### src/rtl/multdiv_pkg.sv
// Shared state/op encodings and the conditional negate used for abs() and sign fix-up.
package multdiv_pkg;

    typedef enum logic [1:0] {IDLE, RUN, FIX, DONE} state_t;
    typedef enum logic {OP_MULT, OP_DIV} op_t;

    localparam int MD_MAX_W = 128;

    // Callers zero-extend into MD_MAX_W and cast the result back to their own width.
    function automatic logic [MD_MAX_W-1:0] md_cneg(input logic [MD_MAX_W-1:0] v, input logic en);
        return en ? (~v + {{(MD_MAX_W-1){1'b0}}, 1'b1}) : v;
    endfunction

endpackage

### src/rtl/multdiv_cycle_counter.sv
// Loadable down-counter with async clear; o_term marks the last iteration cycle.
module multdiv_cycle_counter #(
    parameter int CNT_W = 6
) (
    input  logic             i_clock,
    input  logic             i_reset,
    input  logic             i_load,
    input  logic [CNT_W-1:0] i_load_val,
    input  logic             i_dec,
    output logic             o_term
);
    localparam logic [CNT_W-1:0] ONE = {{(CNT_W-1){1'b0}}, 1'b1};

    logic [CNT_W-1:0] r_cnt;

    always_ff @(posedge i_clock or posedge i_reset) begin
        if (i_reset) begin
            r_cnt <= '0;
        end else if (i_load) begin
            r_cnt <= i_load_val;
        end else if (i_dec && (r_cnt != '0)) begin
            r_cnt <= r_cnt - ONE;
        end
    end

    assign o_term = (r_cnt == ONE);

endmodule

### src/rtl/multdiv_iter.sv
// Iterative signed/unsigned multiply/divide; define MULTDIV_HIGH_RESULT_EN to expose the high product half.
// Fixed WIDTH+2 cycle latency; start pulses are ignored (not queued) while busy.
module multdiv_iter
    import multdiv_pkg::*;
#(
    parameter  int WIDTH = 32,
    localparam int CNT_W = $clog2(WIDTH) + 1
) (
    input  logic             clock,
    input  logic             reset,
    input  logic [WIDTH-1:0] data_operandA,
    input  logic [WIDTH-1:0] data_operandB,
    input  logic             ctrl_MULT,
    input  logic             ctrl_DIV,
    input  logic             ctrl_SIGNED,
    output logic [WIDTH-1:0] data_result,
    output logic [WIDTH-1:0] data_remainder,
    output logic             data_exception,
    output logic             data_resultRDY,
`ifdef MULTDIV_HIGH_RESULT_EN
    output logic [WIDTH-1:0] data_result_hi,
`endif
    output logic             busy
);
    localparam int PW = 2 * WIDTH;

    state_t           r_state;
    op_t              r_op;
    logic             r_signed, r_sign_a, r_sign_b;
    logic [WIDTH-1:0] r_acc, r_q, r_opd;
    logic [WIDTH-1:0] r_result, r_remainder;
    logic             r_exception, r_rdy, r_busy;
`ifdef MULTDIV_HIGH_RESULT_EN
    logic [WIDTH-1:0] r_result_hi;
`endif

    logic             w_start, w_start_mult, w_sign_a, w_sign_b, w_is_div, w_cnt_term;
    logic [WIDTH-1:0] w_mag_a, w_mag_b, w_quot, w_rem;
    logic [WIDTH:0]   w_add_a, w_add_b, w_sum;
    logic [PW-1:0]    w_prod;
    logic             w_mul_ovf, w_div_zero, w_div_ovf;

    assign w_start      = (r_state == IDLE) && (ctrl_MULT || ctrl_DIV);
    assign w_start_mult = ctrl_MULT;
    assign w_sign_a     = ctrl_SIGNED & data_operandA[WIDTH-1];
    assign w_sign_b     = ctrl_SIGNED & data_operandB[WIDTH-1];
    assign w_mag_a      = WIDTH'(md_cneg(MD_MAX_W'(data_operandA), w_sign_a));
    assign w_mag_b      = WIDTH'(md_cneg(MD_MAX_W'(data_operandB), w_sign_b));

    // One shared adder: acc + multiplicand for multiply, (remainder:next bit) - divisor for divide.
    assign w_is_div = (r_op == OP_DIV);
    assign w_add_a  = w_is_div ? {r_acc, r_q[WIDTH-1]} : {1'b0, r_acc};
    assign w_add_b  = w_is_div ? ~{1'b0, r_opd} : {1'b0, r_opd};
    assign w_sum    = w_add_a + w_add_b + {{WIDTH{1'b0}}, w_is_div};

    assign w_prod     = PW'(md_cneg(MD_MAX_W'({r_acc, r_q}), r_sign_a ^ r_sign_b));
    assign w_quot     = WIDTH'(md_cneg(MD_MAX_W'(r_q), r_sign_a ^ r_sign_b));
    assign w_rem      = WIDTH'(md_cneg(MD_MAX_W'(r_acc), r_sign_a));
    assign w_mul_ovf  = r_signed ? (w_prod[PW-1:WIDTH] != {WIDTH{w_prod[WIDTH-1]}})
                                 : (w_prod[PW-1:WIDTH] != '0);
    assign w_div_zero = (r_opd == '0);
    // Only MIN / -1 yields a positive quotient magnitude of 2^(WIDTH-1).
    assign w_div_ovf  = r_signed & r_q[WIDTH-1] &
                        ~((r_sign_a ^ r_sign_b) & (r_q[WIDTH-2:0] == '0));

    multdiv_cycle_counter #(.CNT_W(CNT_W)) u_cnt (
        .i_clock    (clock),
        .i_reset    (reset),
        .i_load     (w_start),
        .i_load_val (CNT_W'(WIDTH)),
        .i_dec      (r_state == RUN),
        .o_term     (w_cnt_term)
    );

    always_ff @(posedge clock or posedge reset) begin
        if (reset) begin
            r_state     <= IDLE;
            r_op        <= OP_MULT;
            r_signed    <= 1'b0;
            r_sign_a    <= 1'b0;
            r_sign_b    <= 1'b0;
            r_acc       <= '0;
            r_q         <= '0;
            r_opd       <= '0;
            r_result    <= '0;
            r_remainder <= '0;
            r_exception <= 1'b0;
            r_rdy       <= 1'b0;
            r_busy      <= 1'b0;
`ifdef MULTDIV_HIGH_RESULT_EN
            r_result_hi <= '0;
`endif
        end else begin
            case (r_state)
                IDLE: begin
                    if (w_start) begin
                        r_state  <= RUN;
                        r_busy   <= 1'b1;
                        r_op     <= w_start_mult ? OP_MULT : OP_DIV;
                        r_signed <= ctrl_SIGNED;
                        r_sign_a <= w_sign_a;
                        r_sign_b <= w_sign_b;
                        r_acc    <= '0;
                        r_q      <= w_start_mult ? w_mag_b : w_mag_a;
                        r_opd    <= w_start_mult ? w_mag_a : w_mag_b;
                    end
                end
                RUN: begin
                    if (!w_is_div) begin
                        if (r_q[0]) {r_acc, r_q} <= {w_sum, r_q[WIDTH-1:1]};
                        else        {r_acc, r_q} <= {1'b0, r_acc, r_q[WIDTH-1:1]};
                    end else if (!w_sum[WIDTH]) begin
                        r_acc <= w_sum[WIDTH-1:0];
                        r_q   <= {r_q[WIDTH-2:0], 1'b1};
                    end else begin
                        r_acc <= {r_acc[WIDTH-2:0], r_q[WIDTH-1]};
                        r_q   <= {r_q[WIDTH-2:0], 1'b0};
                    end
                    if (w_cnt_term) r_state <= FIX;
                end
                FIX: begin
                    r_state     <= DONE;
                    r_rdy       <= 1'b1;
                    r_result    <= !w_is_div ? w_prod[WIDTH-1:0] : (w_div_zero ? '0 : w_quot);
                    r_remainder <= !w_is_div ? '0 : w_rem;
                    r_exception <= !w_is_div ? w_mul_ovf : (w_div_zero | w_div_ovf);
`ifdef MULTDIV_HIGH_RESULT_EN
                    r_result_hi <= !w_is_div ? w_prod[PW-1:WIDTH] : '0;
`endif
                end
                DONE: begin
                    r_state <= IDLE;
                    r_rdy   <= 1'b0;
                    r_busy  <= 1'b0;
                end
                default: r_state <= IDLE;
            endcase
        end
    end

    assign data_result    = r_result;
    assign data_remainder = r_remainder;
    assign data_exception = r_exception;
    assign data_resultRDY = r_rdy;
    assign busy           = r_busy;
`ifdef MULTDIV_HIGH_RESULT_EN
    assign data_result_hi = r_result_hi;
`endif

endmodule
### config.mk
export PLATFORM = sky130hd
export DESIGN_NAME = multdiv_iter
export DESIGN_NICKNAME = d
export VERILOG_FILES = /design/src/rtl/multdiv_pkg.sv /design/src/rtl/multdiv_cycle_counter.sv /design/src/rtl/multdiv_iter.sv
export SDC_FILE = /design/constraint.sdc
export NUM_CORES = 1
export LEC_CHECK = 0
export BUFFER_PORTS_ARGS = -buffer_cell sky130_fd_sc_hd__buf_4
export CAP_MARGIN = 20
export CORE_ASPECT_RATIO = 1.2
export CORE_MARGIN = 5
export CORE_UTILIZATION = 50
export DETAILED_ROUTE_END_ITERATION = 8
export PLACE_DENSITY = 0.69
export SYNTH_ARGS = -nofsm -noshare
export SYNTH_HDL_FRONTEND = slang
export SYNTH_SLANG_ARGS = --single-unit
### constraint.sdc
create_clock -name clock -period 6.68 [get_ports clock]
set_input_delay 0.668 -clock clock [delete_from_list [all_inputs] [get_ports clock]]
set_output_delay 0.668 -clock clock [all_outputs]
set_load 0.02 [all_outputs]
==> results.json, run 1 <==
{
  "status": "finished clean",
  "hold_path.class": "in2async",
  "clkLatencyLatePin_ns": 0.45,
  "yosysWarnings": 0,
  "wl_per_cell_um": 20.45,
  "grt_usage_pct": 27.62,
  "num-fill-cells": 2823,
  "post_cts_resize_count": 0,
  "ir_drop_v": 0.0003263,
  "fin_crit_ns": 5.278,
  "syn2layout_area_growth_pct": 11.22,
  "avgSynthCellArea_sq_um": 7.911,
  "rsz0062_at_grt": "false",
  "grt-busiest-layer": "met2",
  "grt_max_degree": 117,
  "drt_iter0_drc": 1099,
  "setup_violations": 0,
  "cts_tree": "built",
  "drt-vias-per-instance": 6.087,
  "cp-startpoint": "r_op$_DFFE_PP0P_",
  "root_buffer": "clkbuf_16",
  "die_h_um": 200.3,
  "final_cell_mix": "nand2_1 (187), dfrtp_1 (174), nor2_1 (153), buf_4 (153), a21oi_1 (144)",
  "ios": 136,
  "place_hpwl_um": 36350,
  "crit_type": "reg2reg",
  "antenna_found_initial": 0,
  "synth.net_count": 2020,
  "cap_violations": 0,
  "finalSetupTns_ns": 0,
  "ant_nets": 0,
  "ys_seq_area_share_pct": 29.01,
  "cts_sinks": 175,
  "synth-seq-cells": 175,
  "totalWireLength_um": 47760,
  "critical_path.max_fanout": 75,
  "num_vias": 14213,
  "leakage_nw": 7.307,
  "drc_errors": 0,
  "design_area_sq_um": 16790,
  "synthDistinctLibCells": 76,
  "final_common_cell": "nand2_1",
  "synth_area_sq_um": 15090,
  "drive_above_1_share_pct": 13.83,
  "setup.worst_path.end_class": "flop",
  "dp.cells": 2304,
  "grt_pass1_vias": 13615,
  "die_area_sq_um": 33780,
  "synthCells": 1908,
  "dpl_cell_area_sq_um": 16230,
  "crit_required_ns": 6.97,
  "post-route-period-util_pct": 79.01,
  "powerDensity_nw_per_um2": 595.1,
  "cts_hold_buf": 0,
  "met2_usage_pct": 44.63,
  "use_met3_pct": 3.273,
  "synth_enable_flop_cells": 0,
  "synthFlopType": "dfrtp_1",
  "core_sq_um": 29700,
  "h-tree-depth": 4,
  "drtPass1Iterations": 6,
  "async_flop_share_pct": 100.0,
  "max_freq_ghz": 0.1895,
  "slew_headroom_pct": 28.35,
  "start_kind": "flop",
  "layoutNonFillerInstCount": 2335,
  "grt_first_pass_wirelength_um": 75540,
  "worstPathArrival_ns": 5.57,
  "n_antenna_cell": 0,
  "placementRows": 69,
  "crit-reg2reg-launch": "r_op$_DFFE_PP0P_",
  "post_cts_buffers": 0,
  "numCtsBuffers": 17,
  "tightest_slew_ns": 1.075,
  "slew_viol_final": 0,
  "skew_ns": 0.01409,
  "clockBufferDepth": 2,
  "hold_viol": 0,
  "final_nets": 2045,
  "initial_utilization_pct": 50.83,
  "grt-ovfl-total": 0,
  "die_w_um": 168.6,
  "grtUsageMet1_pct": 38.27,
  "io_buffers": 135,
  "clkTransAtPathRegs_ns": 0.08,
  "gp_congestion": 0.9603
}
-- synthesized netlist by cell type, types with 9 or more instances --
cell	number	area (sq um)
nor2_1	153	574.3
clkbuf_1	129	484.2
dfrtp_1	175	4379
nor4_1	38	237.7
or3_1	14	87.58
nand2_1	187	701.9
xnor2_1	103	902.1
o31ai_1	27	202.7
nor3_1	39	195.2
o41ai_1	10	87.58
or4_1	18	135.1
ha_1	42	525.5
a211oi_1	40	300.3
a22o_1	10	87.58
o21ai_0	140	700.7
nand3_1	22	110.1
a21o_1	17	127.6
a31oi_1	20	125.1
xor2_1	117	1025
mux2i_1	55	550.5
inv_1	98	367.9
a21oi_1	144	720.7
mux2_2	58	653.1
nand4_1	23	143.9
and2_1	9	56.30
o22ai_1	67	419.2
nand2b_1	11	68.82
buf_1	13	48.80
and3_1	9	56.30
-- worst max-delay path, cell delays in order (launching register included) --
cell and delay (ns):
dfrtp_4 1.03, buf_4 0.53, xor2_1 0.21, ha_1 0.31, a21oi_1 0.21, o21ai_0 0.19
o21ai_0 0.43, a21o_1 0.26, o211ai_1 0.15, o21ai_0 0.56, xnor2_2 0.31, buf_4 0.29
mux2_2 0.29, a211oi_1 0.22, a21oi_1 0.06
-- logic make-up (layout without fill, tap and decap cells) --
group,count (synthesis),count (layout),share of synthesized area (%)
AND/OR/NAND/NOR,566,566,18.05
multiplexers,113,113,7.974
flip-flops,175,175,29.01
XOR/XNOR,221,221,12.87
buffers and inverters,247,284,6.275
adder cells (fa/ha/maj),43,43,3.614
AO/OA/AOI/OAI,543,543,22.20
-- report_power, final --
part | leakage, nW | internal, mW | switching, mW
Clock | 0.268 | 0.491 | 0.490
Combinational | 4.81 | 2.71 | 4.00
Sequential | 2.23 | 1.53 | 0.758
Total | 7.31 | 4.74 | 5.25
-- per-stage QoR --
stage	setup slack (ns)	total power [mW]	hold WS [ns]	utilization, %
after global placement	1.679	8.854	0.4808	54.64
after floorplan	1.267	7.070	0.4820	-
final	1.402	9.991	0.2763	56.53
after CTS	1.466	9.936	0.2908	56.53
after detailed placement	1.524	8.933	0.4854	54.66
after global routing	1.103	10.76	0.3161	56.53
-- metal layers --
metal / up-vias / share of wire [%] / wire length [um]
met2: 500 / 47 / 22380
li1: 6877 / - / -
met3: 89 / 5.7 / 2700
met4: 0 / 3.6 / 1732
met5: - / 0 / 0
met1: 6747 / 44 / 20940
-- sequential cells by signal (all words and copies together), names as in the netlist --
| register | flops |
|---|---|
| busy | 1 |
| r_q | 32 |
| r_op | 1 |
| u_cnt.r_cnt | 6 |
| data_exception | 1 |
| data_resultRDY | 1 |
| data_remainder | 32 |
| r_sign_a | 1 |
| data_result | 32 |
| r_opd | 32 |
| r_acc | 32 |
| r_state | 2 |
| r_sign_b | 1 |
| r_signed | 1 |
-- final timing paths --
kind	endpoint	slack (ns)	depth (start not counted)
min in group clock	busy$_DFFE_PP0P_	0.51	2
hold reg to reg	busy$_DFFE_PP0P_	0.51	2
max in group asynchronous	r_q[21]$_DFFE_PP0P_	5.21	3
setup / recovery	r_q[0]$_DFFE_PP0P_	1.40	14
setup reg to reg	r_q[0]$_DFFE_PP0P_	1.40	14
hold / removal	data_remainder[24]$_DFFE_PP0P_	0.28	2
-- area by class of cell --
type	instances	area, sq um	share of cell area [%]
Timing Repair Buffer	154	1154	6.872
Sequential cell	175	4383	26.11
Tap cell	390	488.0	2.907
Multi-Input combinational cell	1486	9832	58.57
Inverter	99	376.6	2.243
Clock buffer	18	429.2	2.556
Clock inverter	13	125.1	0.7453
Power figures use the tool's default switching activity.
==> inputs of run 2 (changes only) <==
Clock period 6.68 ns to 5.2 ns, I/O delays scaled along.
==> run 2 against run 1 <==
Compared with the run above: setup slack got worse by 1.0 ns; sequential share of layout area is 0.42 points lower; global-route usage increased by 0.27 points.
==> results.json, run 2 (synthesis gave the netlist of run 1 again) <==
{
  "drtPass1Iterations": 5,
  "fin_crit_ns": 4.829,
  "initial_utilization_pct": 50.83,
  "cap_violations": 0,
  "hold_viol": 0,
  "fin_ws_ns": 0.3713,
  "final_common_cell": "nand2_1",
  "whs_ns": 0.3043,
  "clkTransAtPathRegs_ns": 0.08,
  "antenna_found_initial": 0,
  "drt-vias-per-instance": 6.099,
  "path_cells": "mux2_2 > ha_1 > nand2_1 > o21ai_0 > o21ai_0 > a21o_1 > o211ai_1 > o21ai_0 > buf_4 > xnor2_2 > buf_4 > mux2i_1 > a2bb2oi_1 > o21ai_0",
  "h-tree-depth": 4,
  "grt_max_degree": 176,
  "grt-ovfl-total": 0,
  "place_hpwl_um": 36500,
  "grt_first_pass_wirelength_um": 76160,
  "ant_nets": 0,
  "critPathTopFamily": "compound AO/OA/AOI/OAI gates",
  "clockBufferDepth": 2,
  "placementRows": 69,
  "worstPathArrival_ns": 5.15,
  "hold_path.class": "in2async",
  "root_buffer": "clkbuf_16",
  "grt_usage_pct": 27.89,
  "max_freq_ghz": 0.2071,
  "finalPower_mw": 13.12,
  "crit_required_ns": 5.52,
  "crit_top_cell": "o21ai_0",
  "post-route-period-util_pct": 92.86,
  "ir_drop_v": 0.0005507,
  "crit_path_top_delay_cell": "dfrtp_4",
  "post_cts_resize_count": 0,
  "setup_violations": 0,
  "leakage_nw": 7.469,
  "path_buf_inv": 2,
  "wl_per_cell_um": 20.36,
  "die_h_um": 200.3,
  "num_vias": 14425,
  "cts_sinks": 175,
  "powerDensity_nw_per_um2": 768.9,
  "drc_errors": 0,
  "tightest_slew_ns": 1.078,
  "drt_iter0_drc": 1302,
  "crit_type": "reg2reg",
  "io_buffers": 135,
  "rsz0062_at_grt": "false",
  "skew_ns": 0.01281,
  "die_w_um": 168.6,
  "dpl_worst_slack_ns": 0.5683,
  "critical_path.max_fanout": 62,
  "start_kind": "flop",
  "final_cell_mix": "nand2_1 (187), buf_4 (182), dfrtp_1 (174)",
  "totalWireLength_um": 48160,
  "ios": 136,
  "status": "finished clean",
  "drive_above_1_share_pct": 15.19,
  "slew_viol_final": 0,
  "syn2layout_area_growth_pct": 13.03,
  "slew_headroom_pct": 28.15,
  "setup.worst_path.end_class": "flop",
  "max_stage_delay_ns": 0.93,
  "finalSetupTns_ns": 0,
  "n_antenna_cell": 0,
  "gp_congestion": 1.052,
  "numCtsBuffers": 17,
  "grt_pass1_vias": 13739,
  "post_cts_buffers": 0,
  "core_sq_um": 29700,
  "die_area_sq_um": 33780,
  "final_nets": 2074,
  "cts_hold_buf": 0,
  "clkLatencyLatePin_ns": 0.45,
  "cts_tree": "built"
}
-- run 2: cell types whose count changed in the layout (fill, tap and decap cells not counted), sizes merged --
cell,before,now
buf,154,183
clkinv,5,7
clkbuf,18,17
-- run 2: tightest hold or removal path, delay by kind of cell --
| kind | cells | cell delay [ns] |
|---|---|---|
| buffers and inverters | 3 | 0.78 |
-- run 2: metrics by stage --
| stage | cells | instance area, sq um | util (%) |
|---|---|---|---|
| after global placement | 2333 | 16460 | 55.44 |
| after floorplan | 1908 | 15100 | - |
| after detailed placement | 2333 | 16460 | 55.44 |
| after CTS | 2365 | 17060 | 57.45 |
| after global routing | 2365 | 17060 | 57.45 |
| final | 2365 | 17060 | 57.45 |
-- run 2: area by class of cell --
type | count | area (sq um)
fillers | 2836 | 12640
multi-input cells | 1486 | 9832
flip-flops and latches | 175 | 4383
inverters | 99 | 375.4
well taps | 390 | 488.0
repair buffers | 183 | 1386
clock inverters | 15 | 171.4
clock buffers | 17 | 425.4
-- run 2: routing by layer --
| layer | share of wire (%) | up-vias | wire length (um) | GRT usage (%) |
|---|---|---|---|---|
| met3 | 6.3 | 104 | 3017 | 3.529 |
| met5 | 0 | - | 0 | 0 |
| li1 | - | 6948 | - | - |
| met2 | 46 | 549 | 22140 | 44.24 |
| met1 | 44 | 6824 | 21110 | 38.80 |
| met4 | 3.9 | 0 | 1894 | 10.87 |
-- run 2: worst paths after layout --
kind	slack, ns	depth (start not counted)	endpoint	startpoint
hold reg to reg	0.53	2	data_remainder[16]$_DFFE_PP0P_	data_remainder[16]$_DFFE_PP0P_
min in group clock	0.38	3	r_signed$_DFFE_PP0P_	ctrl_SIGNED
max in group asynchronous	4.03	3	r_op$_DFFE_PP0P_	reset
hold / removal	0.30	3	data_result[2]$_DFFE_PP0P_	reset
setup reg to reg	0.37	14	r_acc[28]$_DFFE_PP0P_	r_op$_DFFE_PP0P_
setup / recovery	0.37	14	r_acc[28]$_DFFE_PP0P_	r_op$_DFFE_PP0P_
-- run 2: report_power, final --
group / leakage (nW) / internal [mW] / switching (mW)
combinational: 4.95 / 3.62 / 5.31
sequential: 2.23 / 1.97 / 0.910
clock: 0.289 / 0.648 / 0.661
==> inputs of run 3 (changes only) <==
Settings changed: BUFFER_PORTS_ARGS -buffer_cell sky130_fd_sc_hd__buf_4 to -buffer_cell sky130_fd_sc_hd__buf_2.
==> run 3 against run 2 <==
Compared with the run above: highest routed layer unchanged; count of clock-buffer cells in the layout grew 2; clock skew shrank 0.0031 ns; critical path depth is the same; via count is 0.26% lower; power decreased by 2.1%; flip-flop and latch count unchanged.
==> results.json, run 3 (synthesis gave the netlist of run 1 again) <==
{
  "skew_ns": 0.009711,
  "grt_max_degree": 176,
  "core_sq_um": 29700,
  "die_w_um": 168.6,
  "tightest_slew_ns": 1.068,
  "totalWireLength_um": 47620,
  "critical_path.max_fanout": 68,
  "drt-vias-per-instance": 6.122,
  "h-tree-depth": 4,
  "register_area_sq_um": 4383,
  "syn2layout_area_growth_pct": 10.10,
  "start_kind": "flop",
  "clockBufferDepth": 2,
  "cts_hold_buf": 0,
  "final_common_cell": "nand2_1",
  "post_cts_resize_count": 0,
  "grt_usage_pct": 27.57,
  "ant_nets": 0,
  "hold_path.class": "in2async",
  "cts_sinks": 175,
  "worstPathArrival_ns": 5.04,
  "powerDensity_nw_per_um2": 773.2,
  "gp_congestion": 0.9469,
  "die_h_um": 200.3,
  "die_area_sq_um": 33780,
  "grt-ovfl-total": 0,
  "leakage_nw": 7.318,
  "ir_drop_v": 0.0003937,
  "num-fill-cells": 2812,
  "crit_required_ns": 5.53,
  "rsz0062_at_grt": "false",
  "max_freq_ghz": 0.2126,
  "placementRows": 69,
  "grt_first_pass_wirelength_um": 75630,
  "hold_viol": 0,
  "num_vias": 14387,
  "drt_iter0_drc": 1348,
  "place_hpwl_um": 36010,
  "drive_above_1_share_pct": 14.44,
  "finalSetupTns_ns": 0,
  "io_buffers": 135,
  "final_nets": 2059,
  "slew_viol_final": 0,
  "post-route-period-util_pct": 90.47,
  "final_cell_mix": "nand2_1 (187), dfrtp_1 (174), nor2_1 (153)",
  "post_cts_buffers": 0,
  "numCtsBuffers": 17,
  "crit_type": "reg2reg",
  "layoutNonFillerInstCount": 2350,
  "clkTransAtPathRegs_ns": 0.08,
  "slew_headroom_pct": 28.82,
  "fin_crit_ns": 4.704,
  "initial_utilization_pct": 50.83,
  "cap_violations": 0,
  "setup_violations": 0,
  "wl_per_cell_um": 20.26,
  "cts_tree": "built",
  "setup.worst_path.end_class": "flop",
  "grt_pass1_vias": 13772,
  "multiInputGateArea_sq_um": 9832,
  "status": "finished clean",
  "root_buffer": "clkbuf_16",
  "ios": 136,
  "drc_errors": 0,
  "clkLatencyLatePin_ns": 0.44,
  "dp.cells": 2317,
  "drtPass1Iterations": 5,
  "n_antenna_cell": 0,
  "antenna_found_initial": 0
}
run 3: worst max-delay path: stages, from the launching register on:
cell	delay (ns)
dfrtp_4	0.98
o21ai_0	0.32
fa_1	0.52
a21oi_1	0.21
o21ai_0	0.17
o21ai_0	0.47
a21o_1	0.26
o211ai_1	0.15
o21ai_0	0.19
buf_4	0.17
xnor2_1	0.23
buf_4	0.32
mux2i_1	0.22
a22oi_1	0.11
a22o_1	0.24
run 3: path summary, 6_finish.rpt:
path | start | to | slack, ns | depth (start not counted)
min in group clock | ctrl_SIGNED | r_signed$_DFFE_PP0P_ | 0.39 | 3
worst max-delay path | r_op$_DFFE_PP0P_ | r_acc[3]$_DFFE_PP0P_ | 0.50 | 14
worst min register to register | busy$_DFFE_PP0P_ | busy$_DFFE_PP0P_ | 0.50 | 2
worst min-delay path | reset | data_result[3]$_DFFE_PP0P_ | 0.35 | 3
max in group asynchronous | reset | r_op$_DFFE_PP0P_ | 4.03 | 3
worst max register to register | r_op$_DFFE_PP0P_ | r_acc[3]$_DFFE_PP0P_ | 0.50 | 14
run 3: metal layers:
layer | GRT usage [%] | up-vias | part of all wire [%] | routed length [um]
li1 | - | 6907 | - | -
met1 | 37.99 | 6804 | 43 | 20430
met2 | 44.76 | 591 | 47 | 22340
met3 | 3.687 | 85 | 6.9 | 3281
met4 | 9.220 | 0 | 3.3 | 1565
met5 | 0 | - | 0 | 0
run 3: where the power goes:
group          switching, mW  leakage (nW)  internal [mW]
sequential             0.922          2.23           1.97
clock                  0.632         0.281          0.685
combinational           5.23          4.81           3.41
total                   6.79          7.32           6.06
run 3: area by class of cell:
class | count | share of cell area (%)
multi-input cells | 1486 | 59.16
flip-flops and latches | 175 | 26.37
repair buffers | 168 | 5.767
well taps | 390 | 2.936
clock buffers | 19 | 2.605
inverters | 99 | 2.259
clock inverters | 13 | 0.8960
run 3: through the flow:
stage	hold slack, ns	setup slack (ns)	total power, mW	area (sq um)	util [%]
global placement	0.4661	0.7212	11.29	16010	53.91
CTS	0.3730	0.5681	12.77	16590	55.86
floorplan	0.4820	0.2470	9.083	15100	-
detailed placement	0.4818	0.5824	11.42	16010	53.91
finish	0.3478	0.4958	12.85	16620	55.96
global route	0.4140	0.1325	13.86	16620	55.96
